**src/rtl/countdown_timer_if.sv**
```systemverilog
// countdown_timer_if
//   CPU data-bus slice seen by the countdown timer.
//   master : CPU side, drives address, strobes and write data.
//   slave  : timer side, returns registered read data, hit and irq.
//   Signals:
//     mem_addr  byte address (ADDR_WIDTH bits)
//     rd_mem    explicit data read (informational)
//     wr_mem    write strobe
//     byt       1 = byte access, 0 = 16-bit access
//     wr_data   write data, odd-byte data in [15:8]
//     rd_data   registered read word, 0 when not addressed
//     hit       registered: rd_data belongs to this block
//     irq       interrupt request (IF & IE)
interface countdown_timer_if #(
   parameter int unsigned ADDR_WIDTH = 12
);
   logic [ADDR_WIDTH-1:0] mem_addr;
   logic                  rd_mem;
   logic                  wr_mem;
   logic                  byt;
   logic [15:0]           wr_data;
   logic [15:0]           rd_data;
   logic                  hit;
   logic                  irq;

   modport master (
      output mem_addr, rd_mem, wr_mem, byt, wr_data,
      input  rd_data, hit, irq
   );

   modport slave (
      input  mem_addr, rd_mem, wr_mem, byt, wr_data,
      output rd_data, hit, irq
   );
endinterface

```
**src/rtl/countdown_timer.sv**
```systemverilog
// countdown_timer
//   Memory-mapped millisecond countdown timer with interrupt flag.
//   Register map (byte addresses):
//     002h/003h  count  16-bit down counter, decremented once per tick
//     004h       ctrl   bit0 IF (write-0-to-clear), bit1 IE
//     005h       ctrl upper byte, reads 0, byte writes ignored
//   Ports:
//     clk   clock
//     rst   asynchronous active-high reset
//     bus   countdown_timer_if slave: mem_addr/rd_mem/wr_mem/byt/wr_data in,
//           rd_data/hit/irq out
//   Parameters:
//     CLOCK_HZ / TICK_HZ  prescaler ratio P (must be >= 2)
//     ADDR_WIDTH          width of mem_addr
module countdown_timer #(
   parameter int unsigned CLOCK_HZ   = 27_000_000,
   parameter int unsigned TICK_HZ    = 1000,
   parameter int unsigned ADDR_WIDTH = 12
) (
   input logic              clk,
   input logic              rst,
   countdown_timer_if.slave bus
);
   localparam int unsigned      P      = CLOCK_HZ / TICK_HZ;
   localparam int unsigned      PW     = $clog2(P);
   localparam logic [PW-1:0]    P_LAST = PW'(P - 1);

   logic [PW-1:0] presc;
   logic [15:0]   count;
   logic          if_flag;
   logic          ie;
   logic [15:0]   rd_data_q;
   logic          hit_q;

   logic [ADDR_WIDTH-3:0] page;
   logic                  sel_cnt;
   logic                  sel_ctl;
   logic                  odd;
   logic                  wr_lo;
   logic                  wr_hi;
   logic                  wr_ctl;
   logic                  cnt_wr;
   logic                  tick;
   logic                  if_set;
   logic [15:0]           count_next;
   logic                  if_next;
   logic [15:0]           rd_next;
   logic                  rd_mem_unused;

   // Reads have no side effects, so the explicit read strobe is not needed.
   assign rd_mem_unused = bus.rd_mem;

   // 002h/003h share page 0 with addr[1]=1; 004h/005h are page 1 with addr[1]=0.
   assign page    = bus.mem_addr[ADDR_WIDTH-1:2];
   assign sel_cnt = (page == '0) && bus.mem_addr[1];
   assign sel_ctl = (page == (ADDR_WIDTH-2)'(1)) && !bus.mem_addr[1];
   assign odd     = bus.mem_addr[0];

   // A word access at an odd address is treated as the aligned word.
   assign wr_lo  = bus.wr_mem && sel_cnt && (!bus.byt || !odd);
   assign wr_hi  = bus.wr_mem && sel_cnt && (!bus.byt || odd);
   assign wr_ctl = bus.wr_mem && sel_ctl && (!bus.byt || !odd);
   assign cnt_wr = wr_lo || wr_hi;

   assign tick   = (presc == P_LAST);
   // A count write in the tick cycle drops the decrement, so it cannot expire.
   assign if_set = tick && !cnt_wr && (count == 16'd1);

   always_comb begin
      count_next = count;
      if (cnt_wr) begin
         if (wr_lo) count_next[7:0]  = bus.wr_data[7:0];
         if (wr_hi) count_next[15:8] = bus.wr_data[15:8];
      end else if (tick && (count != '0)) begin
         count_next = count - 16'd1;
      end
   end

   // Hardware set takes priority over the software write-0-to-clear.
   always_comb begin
      if_next = if_flag;
      if (if_set)
         if_next = 1'b1;
      else if (wr_ctl)
         if_next = if_flag & bus.wr_data[0];
   end

   always_comb begin
      rd_next = '0;
      if (sel_cnt)
         rd_next = count;
      else if (sel_ctl)
         rd_next = {14'd0, ie, if_flag};
   end

   always_ff @(posedge clk or posedge rst) begin
      if (rst) begin
         presc     <= '0;
         count     <= '0;
         if_flag   <= 1'b0;
         ie        <= 1'b0;
         rd_data_q <= '0;
         hit_q     <= 1'b0;
      end else begin
         presc     <= (cnt_wr || tick) ? '0 : presc + 1'b1;
         count     <= count_next;
         if_flag   <= if_next;
         if (wr_ctl)
            ie <= bus.wr_data[1];
         rd_data_q <= rd_next;
         hit_q     <= sel_cnt || sel_ctl;
      end
   end

   assign bus.rd_data = rd_data_q;
   assign bus.hit     = hit_q;
   assign bus.irq     = if_flag & ie;
endmodule

```
**src/flat_wrapper.sv**
```systemverilog
// flat-port wrapper written by rule: the top's interface ports become plain ports
module countdown_timer_flat 
#(
   parameter int unsigned CLOCK_HZ   = 27_000_000,
   parameter int unsigned TICK_HZ    = 1000,
   parameter int unsigned ADDR_WIDTH = 12
)
  (clk, rst, bus_mem_addr, bus_rd_mem, bus_wr_mem, bus_byt, bus_wr_data, bus_rd_data, bus_hit, bus_irq);
  countdown_timer_if #(.ADDR_WIDTH(ADDR_WIDTH)) bus_i ();
  input logic clk;
  input logic rst;
  input wire logic [$bits(bus_i.mem_addr)-1:0] bus_mem_addr;
  input wire logic [$bits(bus_i.rd_mem)-1:0] bus_rd_mem;
  input wire logic [$bits(bus_i.wr_mem)-1:0] bus_wr_mem;
  input wire logic [$bits(bus_i.byt)-1:0] bus_byt;
  input wire logic [$bits(bus_i.wr_data)-1:0] bus_wr_data;
  output wire logic [$bits(bus_i.rd_data)-1:0] bus_rd_data;
  output wire logic [$bits(bus_i.hit)-1:0] bus_hit;
  output wire logic [$bits(bus_i.irq)-1:0] bus_irq;
  assign bus_i.mem_addr = bus_mem_addr;
  assign bus_i.rd_mem = bus_rd_mem;
  assign bus_i.wr_mem = bus_wr_mem;
  assign bus_i.byt = bus_byt;
  assign bus_i.wr_data = bus_wr_data;
  assign bus_rd_data = bus_i.rd_data;
  assign bus_hit = bus_i.hit;
  assign bus_irq = bus_i.irq;
  countdown_timer #(.CLOCK_HZ(CLOCK_HZ), .TICK_HZ(TICK_HZ), .ADDR_WIDTH(ADDR_WIDTH)) u_core (.clk(clk), .rst(rst), .bus(bus_i));
endmodule
```
**config.mk**
```make
export PLATFORM = sky130hd
export DESIGN_NAME = countdown_timer_flat
export DESIGN_NICKNAME = d
export VERILOG_FILES = /design/src/rtl/countdown_timer_if.sv /design/src/rtl/countdown_timer.sv /design/src/flat_wrapper.sv
export SDC_FILE = /design/constraint.sdc
export NUM_CORES = 1
export LEC_CHECK = 0
export ABC_AREA = 1
export CELL_PAD_IN_SITES_DETAIL_PLACEMENT = 0
export CELL_PAD_IN_SITES_GLOBAL_PLACEMENT = 1
export CORE_ASPECT_RATIO = 0.9
export CORE_MARGIN = 2
export CORE_UTILIZATION = 25
export DETAILED_ROUTE_END_ITERATION = 10
export MAX_ROUTING_LAYER = met4
export PLACE_DENSITY = 0.65
export SYNTH_ARGS = -nofsm -noshare
export SYNTH_HDL_FRONTEND = slang
export SYNTH_SLANG_ARGS = --single-unit
```
**constraint.sdc**
```tcl
create_clock -name clk -period 1.65 [get_ports clk]
set_input_delay 0.33 -clock clk [delete_from_list [all_inputs] [get_ports clk]]
set_output_delay 0.33 -clock clk [all_outputs]
set_load 0.1 [all_outputs]
```
==> results.cfg <==
[grt]
globalRouteMet1Util_pct = 20.4
grt_pass1_vias = 2890
overflow = 0
grt_start_max_net_pins = 51
grt_first_pass_wirelength_um = 14400
global_route.peak_usage_layer = met2
grt.met3_usage_pct = 1.80
grt.met2_usage_pct = 21.8
antenna_found_initial = 0
global_route.usage.total_pct = 14.3

[floorplanning]
chipWidth_um = 119
placementRows = 37
die_area_um2 = 12800
die_y_um = 107
io_pins = 51
core_area_um2 = 11500
start_util_pct = 25.8

[logic_synthesis]
netlist_top_cells_area = dfrtp_1 42%, nand2_1 16%, nor2_1 8.3%, nand3_1 6.2%, inv_1 4.9%
netlist.top_cell.by_area = dfrtp_1
synth.ff_latch_count = 50
synth_nets = 443
yosys_warnings = 0
post_syn_instances = 406
yosysUniqueCellTypes = 30
yosys.cell_count.top_type = nand2_1
ys_async_sr_fraction_pct = 100
ys_top_cells_by_count = 127 x nand2_1, 66 x nor2_1, 50 x dfrtp_1
synth.top_cell.area_share_pct = 42.1
mappedNetlistArea_um2 = 2970
synth-main-ff-cell = dfrtp_1
synth_area_per_cell_um2 = 7.32
synth_sequential_area_ratio_pct = 42.1
synth-edff-count = 0

[setup_path]
cp-end-kind = register
path_max_fanout = 7
critPathLaunch = u_core.presc[1]
crit_buf_inv = 1
worstPathCellList = ha_1, nand3_1, nor2_2, nand2_2, nor2_4, nand2_4, buf_4, nand3_1, nand2_1
timing.rr.start = u_core.presc[1]
timing.critical_path.max_delay_family = simple AND/OR/NAND/NOR gates
worst_path_max_delay_cell = dfrtp_1
worstPathRequired_ns = 1.83
startpoint_type = register
timing.critical_path.arrival_ns = 1.74
critical_path_most_common_cell = nand3_1
worst-setup-path-type = register to register
crit_path_max_incr_delay_ns = 0.36

[clock_tree]
clk_path_buf_depth = 2
cts_tree = built
cts-buffers-inserted = 5
cts_sinks = 50
cts_max_level = 2
clk_latency_ns = 0.29
cts.root.buffer_cell = clkbuf_16
cts.hold.buffers_added = 0
cts.reportedPaths.clkPinSlew_ns = 0.07

[place]
preCtsSetupSlack_ns = -0.342
gpl.final_weighted_congestion = 0.789
place.detailed.hpwl_um = 6260
port-buffer-count = 49

[timing]
final.setup.worst_slack_ns = 0.0873
setup_tns_ns = 0
max_clock_freq_ghz = 0.640
hold_viol = 0
tightest_slew_ns = 0.330
setup_viol = 0
setup_repair_after_global_routing_missed_its_margin = yes
min_period_ns = 1.56
max-slew-margin-rel_pct = 77.8
finalMaxSlewViolations = 0
period_share_pct = 94.7
clock_skew_ns = 0.00823

[power]
power_mw = 3.19
power_per_cell_area_nw_per_um2 = 711
comb_power_share_pct = 19.5
power.static_leakage_nw = 2.31
p_switching_uw = 887
power_frac_clock_pct = 37.7
register_share_of_total_power_pct = 42.8
worst_ir_drop_vdd_v = 0.000583
power.switching_fraction_pct = 27.8
power_report.internal_total_mw = 2.30

[layout]
area_growth_pct = 50.9
diodes_inserted = 0
layout.nets = 545
drive_above_1_share_pct = 23.4

[status]
run_status = finished clean

[detailed_routing]
drt-initial-drc-count = 94
firstDrtPassIters = 4
route.detailed.drc = 0
antenna_left = 0
postRouteWirelength_um = 8500
via_per_inst = 4.37
route.detailed.wl_per_inst_um = 12.8
num_vias = 2903

[min_path]
hold_path_class = input port to async pin

[job]
maxCapViolCount = 0
==> worst paths after layout <==
kind                                    endpoint  slack, ns  cells past startpoint
min in group clk                       u_core.ie       0.52                      2
max in group asynchronous        u_core.count[8]       1.00                      3
worst min register to register         u_core.ie       0.52                      2
worst min-delay path             u_core.presc[1]       0.41                      3
worst max-delay path            u_core.count[11]       0.09                      9
worst max register to register  u_core.count[11]       0.09                      9
==> cell type report <==
type | count | area (um^2)
clock buffers | 6 | 129
clock inverters | 2 | 37.5
fillers | 1174 | 7040
inverters | 45 | 170
multi-input cells | 306 | 1560
flip-flops and latches | 50 | 1250
well taps | 156 | 195
repair buffers | 100 | 1140
==> worst reg2reg max path, cell delays in order, from the launching register on <==
cell and delay (ns):
dfrtp_1 0.36, ha_1 0.19, nand3_1 0.10, nor2_2 0.15
nand2_2 0.11, nor2_4 0.13, nand2_4 0.11, buf_4 0.17
nand3_1 0.08, nand2_1 0.06
==> logic make-up after synthesis <==
kind of cell / count (synthesis) / synth area share [%]
adders and majority gates: 4 / 1.68
DFF: 50 / 42.1
buffers and inverters: 51 / 7.58
AOI/OAI and AO/OA: 17 / 2.99
xor gates and xnor gates: 12 / 3.54
and+or+nand+nor: 272 / 42.1
==> through the flow <==
stage | cell area (um^2) | hold WS [ns] | std cells | util [%]
3_5_place_dp | 4200 | 0.496 | 654 | 36.4
4_1_cts | 4420 | 0.423 | 665 | 38.3
6_report | 4480 | 0.412 | 665 | 38.9
3_3_place_gp | 4200 | 0.493 | 654 | 36.4
2_1_floorplan | 2970 | 0.462 | 406 | -
5_1_grt | 4480 | 0.439 | 665 | 38.9
==> sequential cells by signal, summed over array words and instances (netlist names) <==
register and flops:
u_core.bus.hit 1, u_core.count 16, u_core.if_flag 1, u_core.bus.rd_data 16, u_core.presc 15, u_core.ie 1
==> power groups by stage <==
stage / sequential, mW / clock (mW) / combinational [mW]
after floorplan: 1.40 / 0 / 0.332
after global placement: 1.39 / 0 / 0.602
after detailed placement: 1.39 / 0 / 0.606
after CTS: 1.36 / 1.24 / 0.616
after global routing: 1.37 / 1.29 / 0.699
final: 1.37 / 1.20 / 0.621
==> what timing repair did <==
action,in CTS,in global routing
pin swaps,2,11
endpoints found under the setup margin,14,29
gates cloned,1,0
buffers inserted,2,0
gates resized for setup,4,22
endpoints found under the hold margin,0,0
==> layout by cell type (no fill, tap or decap) <==
| master | instances |
|---|---|
| nand2_1 | 126 |
| nor2_1 | 61 |
| dfrtp_1 | 50 |
| buf_4 | 46 |
| nand3_1 | 36 |
| inv_1 | 35 |
| buf_12 | 23 |
| clkdlybuf4s50_1 | 22 |
| o21ai_0 | 12 |
| xor2_1 | 11 |
| nor2_2 | 9 |
| inv_2 | 9 |
| dlymetal6s2s_1 | 9 |
| nand4_1 | 8 |
| nor2_4 | 6 |
| nand2_2 | 6 |
| nor3_1 | 5 |
| clkbuf_16 | 5 |
| nor3b_1 | 4 |
| nand2_4 | 3 |
| a21oi_1 | 3 |
| ha_1 | 3 |
| nand4_4 | 2 |
| nand4_2 | 2 |
| nor3_4 | 1 |
| nand3_4 | 1 |
| nand3_2 | 1 |
| clkinv_2 | 1 |
| nor4_1 | 1 |
| a21boi_0 | 1 |
| or2_2 | 1 |
| a31oi_1 | 1 |
| xnor2_1 | 1 |
| ha_4 | 1 |
| bufinv_16 | 1 |
| clkbuf_1 | 1 |
| clkinvlp_4 | 1 |
==> routing by layer <==
layer | share of wire, % | up-vias
met5 | 0 | -
met4 | 1.1 | 0
met3 | 2.5 | 7
met2 | 44 | 45
met1 | 53 | 1365
li1 | - | 1486
Power figures use the tool's default switching activity.
